`src/rtl/flash_play_pkg.sv`:
```
// Shared constants, state encoding and sample-half helper for the flash audio player.
package flash_play_pkg;

   localparam int          ADDR_W_DEF    = 23;
   localparam logic [22:0] LAST_ADDR_DEF = 23'h7FFFF;
   localparam int          SAMPLE_W_DEF  = 16;

   typedef logic [1:0] state_t;

   localparam state_t ST_IDLE    = 2'd0;
   localparam state_t ST_REQ     = 2'd1;
   localparam state_t ST_WAIT_DV = 2'd2;
   localparam state_t ST_DONE    = 2'd3;

   function automatic logic [SAMPLE_W_DEF-1:0] half_sel(
      input logic [2*SAMPLE_W_DEF-1:0] word,
      input logic                      upper
   );
      return upper ? word[2*SAMPLE_W_DEF-1:SAMPLE_W_DEF] : word[SAMPLE_W_DEF-1:0];
   endfunction

endpackage

```
`src/rtl/flash_play_ctrl_addr_step.sv`:
```
// Up/down flash word-address register with restart load and clip-boundary flag.
// LOOP_EN: stepping past a boundary wraps; otherwise the address holds at the boundary.
module flash_addr_step
   import flash_play_pkg::*;
#(
   parameter int                ADDR_W    = ADDR_W_DEF,
   parameter logic [ADDR_W-1:0] LAST_ADDR = LAST_ADDR_DEF
) (
   input  logic              clk,
   input  logic              reset,
   input  logic              load_i,
   input  logic              back_i,
   input  logic              step_i,
   output logic [ADDR_W-1:0] addr_o,
   output logic              at_bound_o
);

   logic [ADDR_W-1:0] addr_q, addr_d;
   logic [ADDR_W-1:0] start_addr;

   assign start_addr = back_i ? LAST_ADDR : '0;
   assign at_bound_o = back_i ? (addr_q == '0) : (addr_q == LAST_ADDR);
   assign addr_o     = addr_q;

   always_comb begin
      addr_d = addr_q;
      if (load_i)
         addr_d = start_addr;
      else if (step_i && !at_bound_o)
         addr_d = back_i ? (addr_q - ADDR_W'(1)) : (addr_q + ADDR_W'(1));
`ifdef LOOP_EN
      else if (step_i)
         addr_d = start_addr;
`endif
   end

   always_ff @(posedge clk or negedge reset) begin
      if (!reset) addr_q <= '0;
      else        addr_q <= addr_d;
   end

endmodule

```
`src/rtl/flash_play_ctrl.sv`:
```
// Flash audio playback sequencer: fetches 32-bit words over Avalon-MM and emits two samples per word.
// LOOP_EN: wrap at clip ends instead of stopping in DONE.
//
// state   | meaning
// IDLE    | waiting for sample_tick; may serve the buffered half
// REQ     | flash_read asserted until waitrequest drops
// WAIT_DV | waiting for readdatavalid
// DONE    | clip end reached; only restart exits
module flash_play_ctrl
   import flash_play_pkg::*;
#(
   parameter int                ADDR_W    = ADDR_W_DEF,
   parameter logic [ADDR_W-1:0] LAST_ADDR = LAST_ADDR_DEF,
   parameter int                SAMPLE_W  = SAMPLE_W_DEF
) (
   input  logic                clk,
   input  logic                reset,
   input  logic                sample_tick,
   input  logic                play,
   input  logic                dir_back,
   input  logic                restart,
   output logic                flash_read,
   output logic [ADDR_W-1:0]   flash_addr,
   input  logic                flash_waitrequest,
   input  logic [31:0]         flash_readdata,
   input  logic                flash_readdatavalid,
   output logic [SAMPLE_W-1:0] sample_out,
   output logic                sample_valid,
   output logic                busy,
   output logic                done
);

   state_t              state_q, state_d;
   logic [SAMPLE_W-1:0] buf_q, buf_d;
   logic                buf_full_q, buf_full_d;
   logic [SAMPLE_W-1:0] sample_q, sample_d;
   logic                valid_q, valid_d;
   logic                done_q, done_d;
   logic                rst_pend_q, rst_pend_d;
   logic                load, step, at_bound;

   flash_addr_step #(
      .ADDR_W    (ADDR_W),
      .LAST_ADDR (LAST_ADDR)
   ) u_addr (
      .clk        (clk),
      .reset      (reset),
      .load_i     (load),
      .back_i     (dir_back),
      .step_i     (step),
      .addr_o     (flash_addr),
      .at_bound_o (at_bound)
   );

   always_comb begin
      state_d    = state_q;
      buf_d      = buf_q;
      buf_full_d = buf_full_q;
      sample_d   = sample_q;
      valid_d    = 1'b0;
      done_d     = done_q;
      rst_pend_d = rst_pend_q;
      load       = 1'b0;
      step       = 1'b0;
      case (state_q)
         ST_IDLE: begin
            if (restart) begin
               load       = 1'b1;
               buf_full_d = 1'b0;
               done_d     = 1'b0;
            end else if (sample_tick && play) begin
               if (!buf_full_q) begin
                  state_d = ST_REQ;
               end else begin
                  sample_d   = buf_q;
                  valid_d    = 1'b1;
                  buf_full_d = 1'b0;
`ifdef LOOP_EN
                  step = 1'b1;
`else
                  if (at_bound) begin
                     state_d = ST_DONE;
                     done_d  = 1'b1;
                  end else begin
                     step = 1'b1;
                  end
`endif
               end
            end
         end
         ST_REQ: begin
            if (restart) rst_pend_d = 1'b1;
            if (!flash_waitrequest) state_d = ST_WAIT_DV;
         end
         ST_WAIT_DV: begin
            if (restart) rst_pend_d = 1'b1;
            if (flash_readdatavalid) begin
               state_d = ST_IDLE;
               // A restart seen during the read discards the returning word.
               if (rst_pend_q || restart) begin
                  rst_pend_d = 1'b0;
                  load       = 1'b1;
                  buf_full_d = 1'b0;
                  done_d     = 1'b0;
               end else begin
                  sample_d   = half_sel(flash_readdata, dir_back);
                  buf_d      = half_sel(flash_readdata, !dir_back);
                  buf_full_d = 1'b1;
                  valid_d    = 1'b1;
               end
            end
         end
         default: begin
            if (restart) begin
               state_d    = ST_IDLE;
               load       = 1'b1;
               buf_full_d = 1'b0;
               done_d     = 1'b0;
            end
         end
      endcase
   end

   always_ff @(posedge clk or negedge reset) begin
      if (!reset) begin
         state_q    <= ST_IDLE;
         buf_q      <= '0;
         buf_full_q <= 1'b0;
         sample_q   <= '0;
         valid_q    <= 1'b0;
         done_q     <= 1'b0;
         rst_pend_q <= 1'b0;
      end else begin
         state_q    <= state_d;
         buf_q      <= buf_d;
         buf_full_q <= buf_full_d;
         sample_q   <= sample_d;
         valid_q    <= valid_d;
         done_q     <= done_d;
         rst_pend_q <= rst_pend_d;
      end
   end

   assign flash_read   = (state_q == ST_REQ);
   assign busy         = (state_q == ST_REQ) || (state_q == ST_WAIT_DV);
   assign sample_out   = sample_q;
   assign sample_valid = valid_q;
   assign done         = done_q;

endmodule

```
`config.mk`:
```
export PLATFORM = sky130hd
export DESIGN_NAME = flash_play_ctrl
export DESIGN_NICKNAME = d
export VERILOG_FILES = /design/src/rtl/flash_play_pkg.sv /design/src/rtl/flash_play_ctrl_addr_step.sv /design/src/rtl/flash_play_ctrl.sv
export SDC_FILE = /design/constraint.sdc
export NUM_CORES = 1
export LEC_CHECK = 0
export BUFFER_PORTS_ARGS = -buffer_cell sky130_fd_sc_hd__buf_4
export CORE_MARGIN = 2
export CORE_UTILIZATION = 25
export CTS_CLUSTER_SIZE = 10
export DETAILED_ROUTE_END_ITERATION = 12
export GPL_TIMING_DRIVEN = 1
export HOLD_SLACK_MARGIN = 0.03
export PLACE_DENSITY_LB_ADDON = 0.1
export SETUP_SLACK_MARGIN = 0.05
export SYNTH_ARGS = -nofsm -noshare
export SYNTH_HDL_FRONTEND = slang
export SYNTH_SLANG_ARGS = --single-unit
```
`constraint.sdc`:
```
create_clock -name clk -period 2.5 [get_ports clk]
set_clock_uncertainty 0.2 [all_clocks]
set_input_delay 0.125 -clock clk [delete_from_list [all_inputs] [get_ports clk]]
set_output_delay 0.125 -clock clk [all_outputs]
set_load 0.03 [all_outputs]
```
==> results of run 1 <==
==> layout make-up <==
class                   instances  area (um^2)  share of cell area, %
well taps                     220          275                   4.04
inverters                      10         37.5                  0.551
flip-flops and latches         61         1530                   22.5
multi-input cells             392         2820                   41.4
repair buffers                223         1850                   27.1
clock inverters                 5         60.1                  0.881
clock buffers                  11          243                   3.56
==> routing by layer <==
metal / track usage, % / up-vias / routed length (um)
li1: - / 2226 / -
met1: 19.9 / 2081 / 6300
met2: 27.4 / 89 / 6980
met3: 3.63 / 12 / 524
met4: 4.44 / 0 / 170
met5: 0 / - / 0
==> flip-flops by register name, indices dropped and copies added (netlist names) <==
name / count
buf_full_q: 1
buf_q: 16
done: 1
rst_pend_q: 1
sample_out: 16
sample_valid: 1
state_q: 2
u_addr.addr_o: 23
==> tightest hold or removal path: cells and delay by family <==
| kind | cells | cell delay, ns |
|---|---|---|
| compound gates | 2 | 0.21 |
| buf+inv | 1 | 0.09 |
| mux | 1 | 0.05 |
| simple gates | 1 | 0.06 |
==> power breakdown <==
group	switching, uW	leakage [uW]	internal [uW]
Sequential	336	0.000757	1430
Clock	491	0.000146	801
Combinational	2970	0.00221	2570
Total	3800	0.00312	4810
==> what timing repair did <==
action | in CTS | in global routing
resized for setup | 16 | 43
hold buffers | 49 | 0
cloned | 1 | 0
pin swaps | 6 | 10
hold endpoints to repair | 94 | 0
endpoints found under the setup margin | 20 | 22
buffers inserted | 0 | 5
==> synth_stat cells, types with 3 or more instances <==
cell and instances:
o21bai_1 3, nor3_1 6, clkbuf_1 16, o21a_1 6, buf_2 4, o31ai_1 5
or4_1 3, o21ai_0 58, a21oi_1 63, dfrtp_1 61, inv_1 10, nor2_1 36
nor2b_1 3, ha_1 24, a31oi_1 6, buf_1 3, xnor2_1 7, nand2_1 54
a21o_1 7, nand4_1 9, xor2_1 10, mux2i_1 32, o211ai_1 3, nand3_1 4
==> path summary, 6_finish.rpt <==
| kind | from | to | slack, ns |
|---|---|---|---|
| min | flash_readdata[3] | sample_out[3]$_DFFE_PN0P_ | 0.04 |
| max in group asynchronous | reset | u_addr.addr_o[2]$_DFFE_PN0P_ | 1.27 |
| min reg2reg | sample_out[11]$_DFFE_PN0P_ | sample_out[11]$_DFFE_PN0P_ | 0.28 |
| min in group asynchronous | reset | u_addr.addr_o[5]$_DFFE_PN0P_ | 0.23 |
| max reg2reg | u_addr.addr_o[1]$_DFFE_PN0P_ | u_addr.addr_o[22]$_DFFE_PN0P_ | -0.16 |
| max | u_addr.addr_o[1]$_DFFE_PN0P_ | u_addr.addr_o[22]$_DFFE_PN0P_ | -0.16 |
==> logic make-up after synthesis <==
family	count (synthesis)	share of synthesized area [%]
AND/OR/NAND/NOR	142	16.8
multiplexers	32	7.54
buffers and inverters	36	3.68
adder cells (fa/ha/maj)	25	7.54
flip-flops	61	35.9
XOR/XNOR	17	3.50
AO/OA/AOI/OAI	176	25.1
==> cells in the final DEF, fill, tap and decap left out, types with 4 or more instances in the layout <==
cell           instances
xor2_1                10
nor3_1                 4
o21a_1                 6
clkbuf_16              9
nand4_1                9
xnor2_1                7
nand3_1                4
nand2_1               53
dfrtp_1               55
o21ai_1                8
nor2_1                36
ha_1                  19
a21oi_2                7
a31oi_1                5
a21o_1                 7
buf_6                  5
o21ai_2                6
inv_1                  8
a21oi_1               54
ha_4                   4
dlygate4sd3_1         49
o21ai_0               44
buf_4                166
dfrtp_2                6
mux2i_1               32
==> metrics by stage <==
step | util, % | std cells
3_5_place_dp | 34.8 | 851
6_report | 41.1 | 922
5_1_grt | 41.1 | 922
2_1_floorplan | - | 489
3_3_place_gp | 34.8 | 851
4_1_cts | 39.9 | 917
==> impl_metrics.env, run 1 <==
export IMPL_status="complete, but fails checks"
export IMPL_violations="negative setup slack"
export IMPL_crit_buf_inv=0
export IMPL_port_buffer_count=82
export IMPL_die_area_um2=18100
export IMPL_final_max_slew_viol_count=0
export IMPL_core_um2=16600
export IMPL_grt_pass1_vias=4431
export IMPL_cp_depth=8
export IMPL_synthTopCellsByArea="dfrtp_1 (36%), mux2i_1 (7.5%), a21oi_1 (7.4%)"
export IMPL_yosysTopAreaCellShare_pct=35.9
export IMPL_postRouteAntennaNets=0
export IMPL_fillers=1737
export IMPL_syn_inst=489
export IMPL_synth_avg_cell_area_um2=8.69
export IMPL_period_needed_ns=2.66
export IMPL_p_total_uw=8610
export IMPL_clockRootBuffer="clkbuf_16"
export IMPL_drt_wirelength_per_cell_um=15.2
export IMPL_crit_chain="fa_2, a21oi_4, o22ai_4, or4b_4, a21oi_4, nor4b_4, o31ai_2, o41ai_2"
export IMPL_syn_num_nets=554
export IMPL_reg2reg_depth=8
export IMPL_cpLargestDelayFamily="compound AO/OA/AOI/OAI gates"
export IMPL_peakVddDrop_v=0.000566
export IMPL_whs_ns=0.0383
export IMPL_overflow=0
export IMPL_synth_async_sr_flop_share_pct=100
export IMPL_stdcell_area_um2=6820
export IMPL_p_leak_uw=0.00312
export IMPL_cts_max_level=3
export IMPL_grt_pass1_wl_mm=22.6
export IMPL_synth_seq_area_share_pct=35.9
export IMPL_setup_viol=3
export IMPL_worst_pin_slew_ns=0.831
export IMPL_worstSetupEndpointType="register"
export IMPL_whs_path_depth=5
export IMPL_gp_congestion=0.819
export IMPL_antenna_found_initial=0
export IMPL_die_width_um=134
export IMPL_area_growth_pct=60.4
export IMPL_yosysUniqueCellTypes=66
export IMPL_hp_class="input pin to register"
export IMPL_wl_mm=14.0
export IMPL_fin_nets=762
export IMPL_first_pass_iters=4
export IMPL_numCtsBuffers=9
export IMPL_via_per_inst=4.78
export IMPL_post_place_ws_ns=-0.110
export IMPL_hpwl_mm=10.2
export IMPL_path_clk_slew_ns=0.06
export IMPL_grt_max_degree=62
export IMPL_finalHoldViolCount=0
export IMPL_synth_seq_cells=61
export IMPL_cp_arrival_ns=2.67
export IMPL_drc=0
export IMPL_vias=4408
export IMPL_cp_common_cell="a21oi_4"
export IMPL_required_ns=2.52
export IMPL_io_pin_count=83
export IMPL_start_kind="register"
export IMPL_die_y_um=134
export IMPL_cts_tree="yes"
export IMPL_yosys_area_top_type="dfrtp_1"
export IMPL_clockBufferDepth=2
export IMPL_synth_warnings=0
export IMPL_cts_sinks=61
export IMPL_cp_slowest_cell="or4b_4"
export IMPL_rsz0062_at_grt="true"
export IMPL_final_period_utilization_pct=106
export IMPL_synthesis_area_um2=4250
export IMPL_diodes=0
export IMPL_start_util_pct=25.6
export IMPL_fin_setup_tns_ns=-0.357
export IMPL_max_cap_viol_count=0
export IMPL_fmax_ghz=0.376
export IMPL_critPathMaxStageDelay_ns=0.56
export IMPL_criticalPathCategory="register to register"
export IMPL_grt_util_all_layers_pct=15.9
export IMPL_ys_flop_type="dfrtp_1"
export IMPL_synth_edf_count=0
export IMPL_slew_headroom_pct=44.6
export IMPL_path_max_fanout=3
export IMPL_fin_ws_ns=-0.158
export IMPL_drive_gt1_share_pct=35.0
export IMPL_first_iter_violations=245
export IMPL_powerDensity_nw_per_um2=1260
export IMPL_dpl_instance_area_um2=5770
export IMPL_placementRows=47
export IMPL_clk_insertion_delay_late_ns=0.34
Note: power is estimated with default switching activity, not from simulation.
==> run 2, diff against run 1 <==
--- a/config.mk
+++ b/config.mk
@@ -5,6 +5,7 @@
 export SDC_FILE = /design/constraint.sdc
 export NUM_CORES = 1
 export LEC_CHECK = 0
+export ABC_AREA = 1
 export BUFFER_PORTS_ARGS = -buffer_cell sky130_fd_sc_hd__buf_4
 export CORE_MARGIN = 2
 export CORE_UTILIZATION = 25
==> run 2 against run 1 <==
  * The run now ends clean
  * Clock power up 24%
  * Critical path depth up 2
  * Worst hold slack gained 0.049 ns
  * Non-clock buffer count is 94 lower
  * Power decreased by 5.6%
==> impl_metrics.env, run 2 <==
export IMPL_via_per_inst=4.63
export IMPL_rsz0062_at_grt="true"
export IMPL_fmax_ghz=0.437
export IMPL_drt_wirelength_per_cell_um=14.8
export IMPL_grt_pass1_vias=4905
export IMPL_antenna_found_initial=0
export IMPL_path_max_fanout=19
export IMPL_synth_seq_cells=61
export IMPL_yosysTopAreaCellShare_pct=31.7
export IMPL_clk_insertion_delay_late_ns=0.34
export IMPL_period_needed_ns=2.29
export IMPL_yosysUniqueCellTypes=40
export IMPL_combPwrFrac_pct=58.1
export IMPL_fin_nets=891
export IMPL_postRouteAntennaNets=0
export IMPL_start_kind="register"
export IMPL_layout_cells_most_common_list="nand2_1 (222), inv_1 (99), buf_4 (91)"
export IMPL_grt_pass1_wl_mm=25.4
export IMPL_die_width_um=143
export IMPL_placementRows=50
export IMPL_largest_reg_flops=23
export IMPL_synthesis_area_um2=4810
export IMPL_yosysMostFrequentCell="nand2_1"
export IMPL_fin_ws_ns=0.214
export IMPL_cp_arrival_ns=2.37
export IMPL_hpwl_mm=11.6
export IMPL_layout_cells_most_common="nand2_1"
export IMPL_multi_input_area_um2=2760
export IMPL_worst_pin_slew_ns=0.846
export IMPL_fin_util_pct=34.3
export IMPL_diodes=0
export IMPL_clockRootBuffer="clkbuf_16"
export IMPL_synth_seq_area_share_pct=31.7
export IMPL_numCtsBuffers=9
export IMPL_vias=4931
export IMPL_criticalPathCategory="register to register"
export IMPL_rrSetupSlack_ns=0.21
export IMPL_yosys_area_top_type="dfrtp_1"
export IMPL_whs_ns=0.0870
export IMPL_worstReg2RegStart="state_q[1]$_DFFE_PN0P_"
export IMPL_start_util_pct=25.6
export IMPL_cts_tree="yes"
export IMPL_final_period_utilization_pct=91.4
export IMPL_synthTopCellsByArea="dfrtp_1 (32%), nand2_1 (17%), inv_1 (7.7%)"
export IMPL_final_max_slew_viol_count=0
export IMPL_die_area_um2=20400
export IMPL_synth_async_sr_flop_share_pct=100
export IMPL_cts_sinks=61
export IMPL_synth_top_cells_by_count="nand2_1 (223), inv_1 (99), dfrtp_1 (61)"
export IMPL_fin_setup_tns_ns=0
export IMPL_synth_warnings=0
export IMPL_finalHoldViolCount=0
export IMPL_port_buffer_count=82
export IMPL_p_leak_uw=0.00322
export IMPL_setup_viol=0
export IMPL_p_sw_share_pct=47.5
export IMPL_p_int_uw=4260
export IMPL_power_frac_seq_pct=22.3
export IMPL_synth_avg_cell_area_um2=6.80
export IMPL_gp_congestion=0.864
export IMPL_syn_num_nets=772
export IMPL_first_iter_violations=311
export IMPL_path_clk_slew_ns=0.06
export IMPL_pwr_share_clk_pct=19.6
export IMPL_worstSetupEndpointType="register"
export IMPL_syn_inst=707
export IMPL_reg2reg_depth=10
export IMPL_peakVddDrop_v=0.000458
export IMPL_fillers=2054
export IMPL_drc=0
export IMPL_core_um2=18800
export IMPL_ys_flop_type="dfrtp_1"
export IMPL_cts_max_level=3
export IMPL_post_place_ws_ns=0.117
export IMPL_p_switching_uw=3860
export IMPL_grt_util_all_layers_pct=15.9
export IMPL_overflow=0
export IMPL_max_cap_viol_count=0
export IMPL_p_total_uw=8120
export IMPL_required_ns=2.58
export IMPL_reg2reg_to="u_addr.addr_o[4]$_DFFE_PN0P_"
export IMPL_whs_path_depth=5
export IMPL_synth_edf_count=0
export IMPL_seq_area_um2=1530
export IMPL_hp_start="play"
export IMPL_die_y_um=143
export IMPL_drive_gt1_share_pct=16.4
export IMPL_wl_mm=15.7
export IMPL_io_pin_count=83
export IMPL_slew_headroom_pct=43.6
export IMPL_hold_path_end="sample_valid$_DFF_PN0_"
export IMPL_area_growth_pct=33.8
export IMPL_first_pass_iters=5
export IMPL_clockBufferDepth=2
export IMPL_grt_max_degree=62
export IMPL_hp_class="input pin to register"
export IMPL_powerDensity_nw_per_um2=1260
export IMPL_status="finished, final reports clean"
[run 2: cell types whose count changed in the layout (fill, tap and decap cells not counted), moves of 7 or more]
cell and delta:
nand2_1 +169, inv_1 +91, buf_4 -75, nand3_1 +47, mux2i_1 -32, o211ai_1 +30, a21oi_1 -18, dlygate4sd3_1 -14
o21a_1 +13, nor2_1 +8, o21ai_1 -8, a21oi_2 -7
[run 2: cells by family (layout without fill, tap and decap cells)]
family	after synthesis	in the layout	synth area share [%]
buf+inv	125	249	11.2
fa+ha+maj	25	25	6.66
simple gates	351	351	31.2
xor+xnor	8	8	1.46
compound gates	137	137	17.8
flops	61	61	31.7
[run 2: cell type report]
cell class | count | area share [%]
repair buffers | 129 | 17.0
well taps | 234 | 4.55
clock buffers | 10 | 3.71
multi-input cells | 521 | 42.8
inverters | 104 | 6.10
clock inverters | 6 | 2.08
flip-flops and latches | 61 | 23.7
[run 2: layer usage]
| layer | up-vias | GRT usage (%) | part of all wire (%) |
|---|---|---|---|
| met4 | 0 | 4.38 | 1.4 |
| met2 | 90 | 26.0 | 46 |
| met5 | - | 0 | 0 |
| met3 | 20 | 2.75 | 3.1 |
| li1 | 2543 | - | - |
| met1 | 2278 | 21.6 | 49 |
[run 2: power by group through the flow]
stage,registers (uW),clock network [uW],logic (uW)
after global routing,1880,1670,5280
after floorplan,2240,0,2850
after detailed placement,1830,0,4670
after CTS,1820,1630,4740
final,1810,1600,4720
after global placement,1830,0,4710
[run 2: per-stage QoR]
step | instances | instance area (um^2)
finish | 1065 | 6440
floorplan | 707 | 4810
global placement | 1012 | 5670
detailed placement | 1012 | 5670
global route | 1065 | 6440
CTS | 1063 | 6390
[run 2: timing repair]
action / CTS / global route
resized for setup: 0 / 6
hold endpoints to repair: 95 / 0
setup buffers: 0 / 2
setup endpoints to repair: 0 / 23
hold buffers: 35 / 0
[run 2: worst max-delay path: stages, from the launching register on]
cell	delay, ns
dfrtp_1	0.41
inv_1	0.08
ha_1	0.30
inv_1	0.06
nor2_2	0.13
inv_2	0.05
o22ai_4	0.30
nand2_2	0.35
o21ai_0	0.20
nand2_1	0.08
nand2_1	0.06
[run 2: how the worst max path moves through the flow]
stage	startpoint	endpoint	depth (start not counted)
3_5_place_dp	u_addr.addr_o[0]$_DFFE_PN0P_	u_addr.addr_o[10]$_DFFE_PN0P_	11
6_report	state_q[1]$_DFFE_PN0P_	u_addr.addr_o[4]$_DFFE_PN0P_	10
4_1_cts	state_q[0]$_DFFE_PN0P_	buf_q[2]$_DFFE_PN0P_	8
3_3_place_gp	u_addr.addr_o[0]$_DFFE_PN0P_	u_addr.addr_o[10]$_DFFE_PN0P_	11
5_1_grt	state_q[0]$_DFFE_PN0P_	buf_q[2]$_DFFE_PN0P_	8
2_1_floorplan	state_q[1]$_DFFE_PN0P_	u_addr.addr_o[17]$_DFFE_PN0P_	12
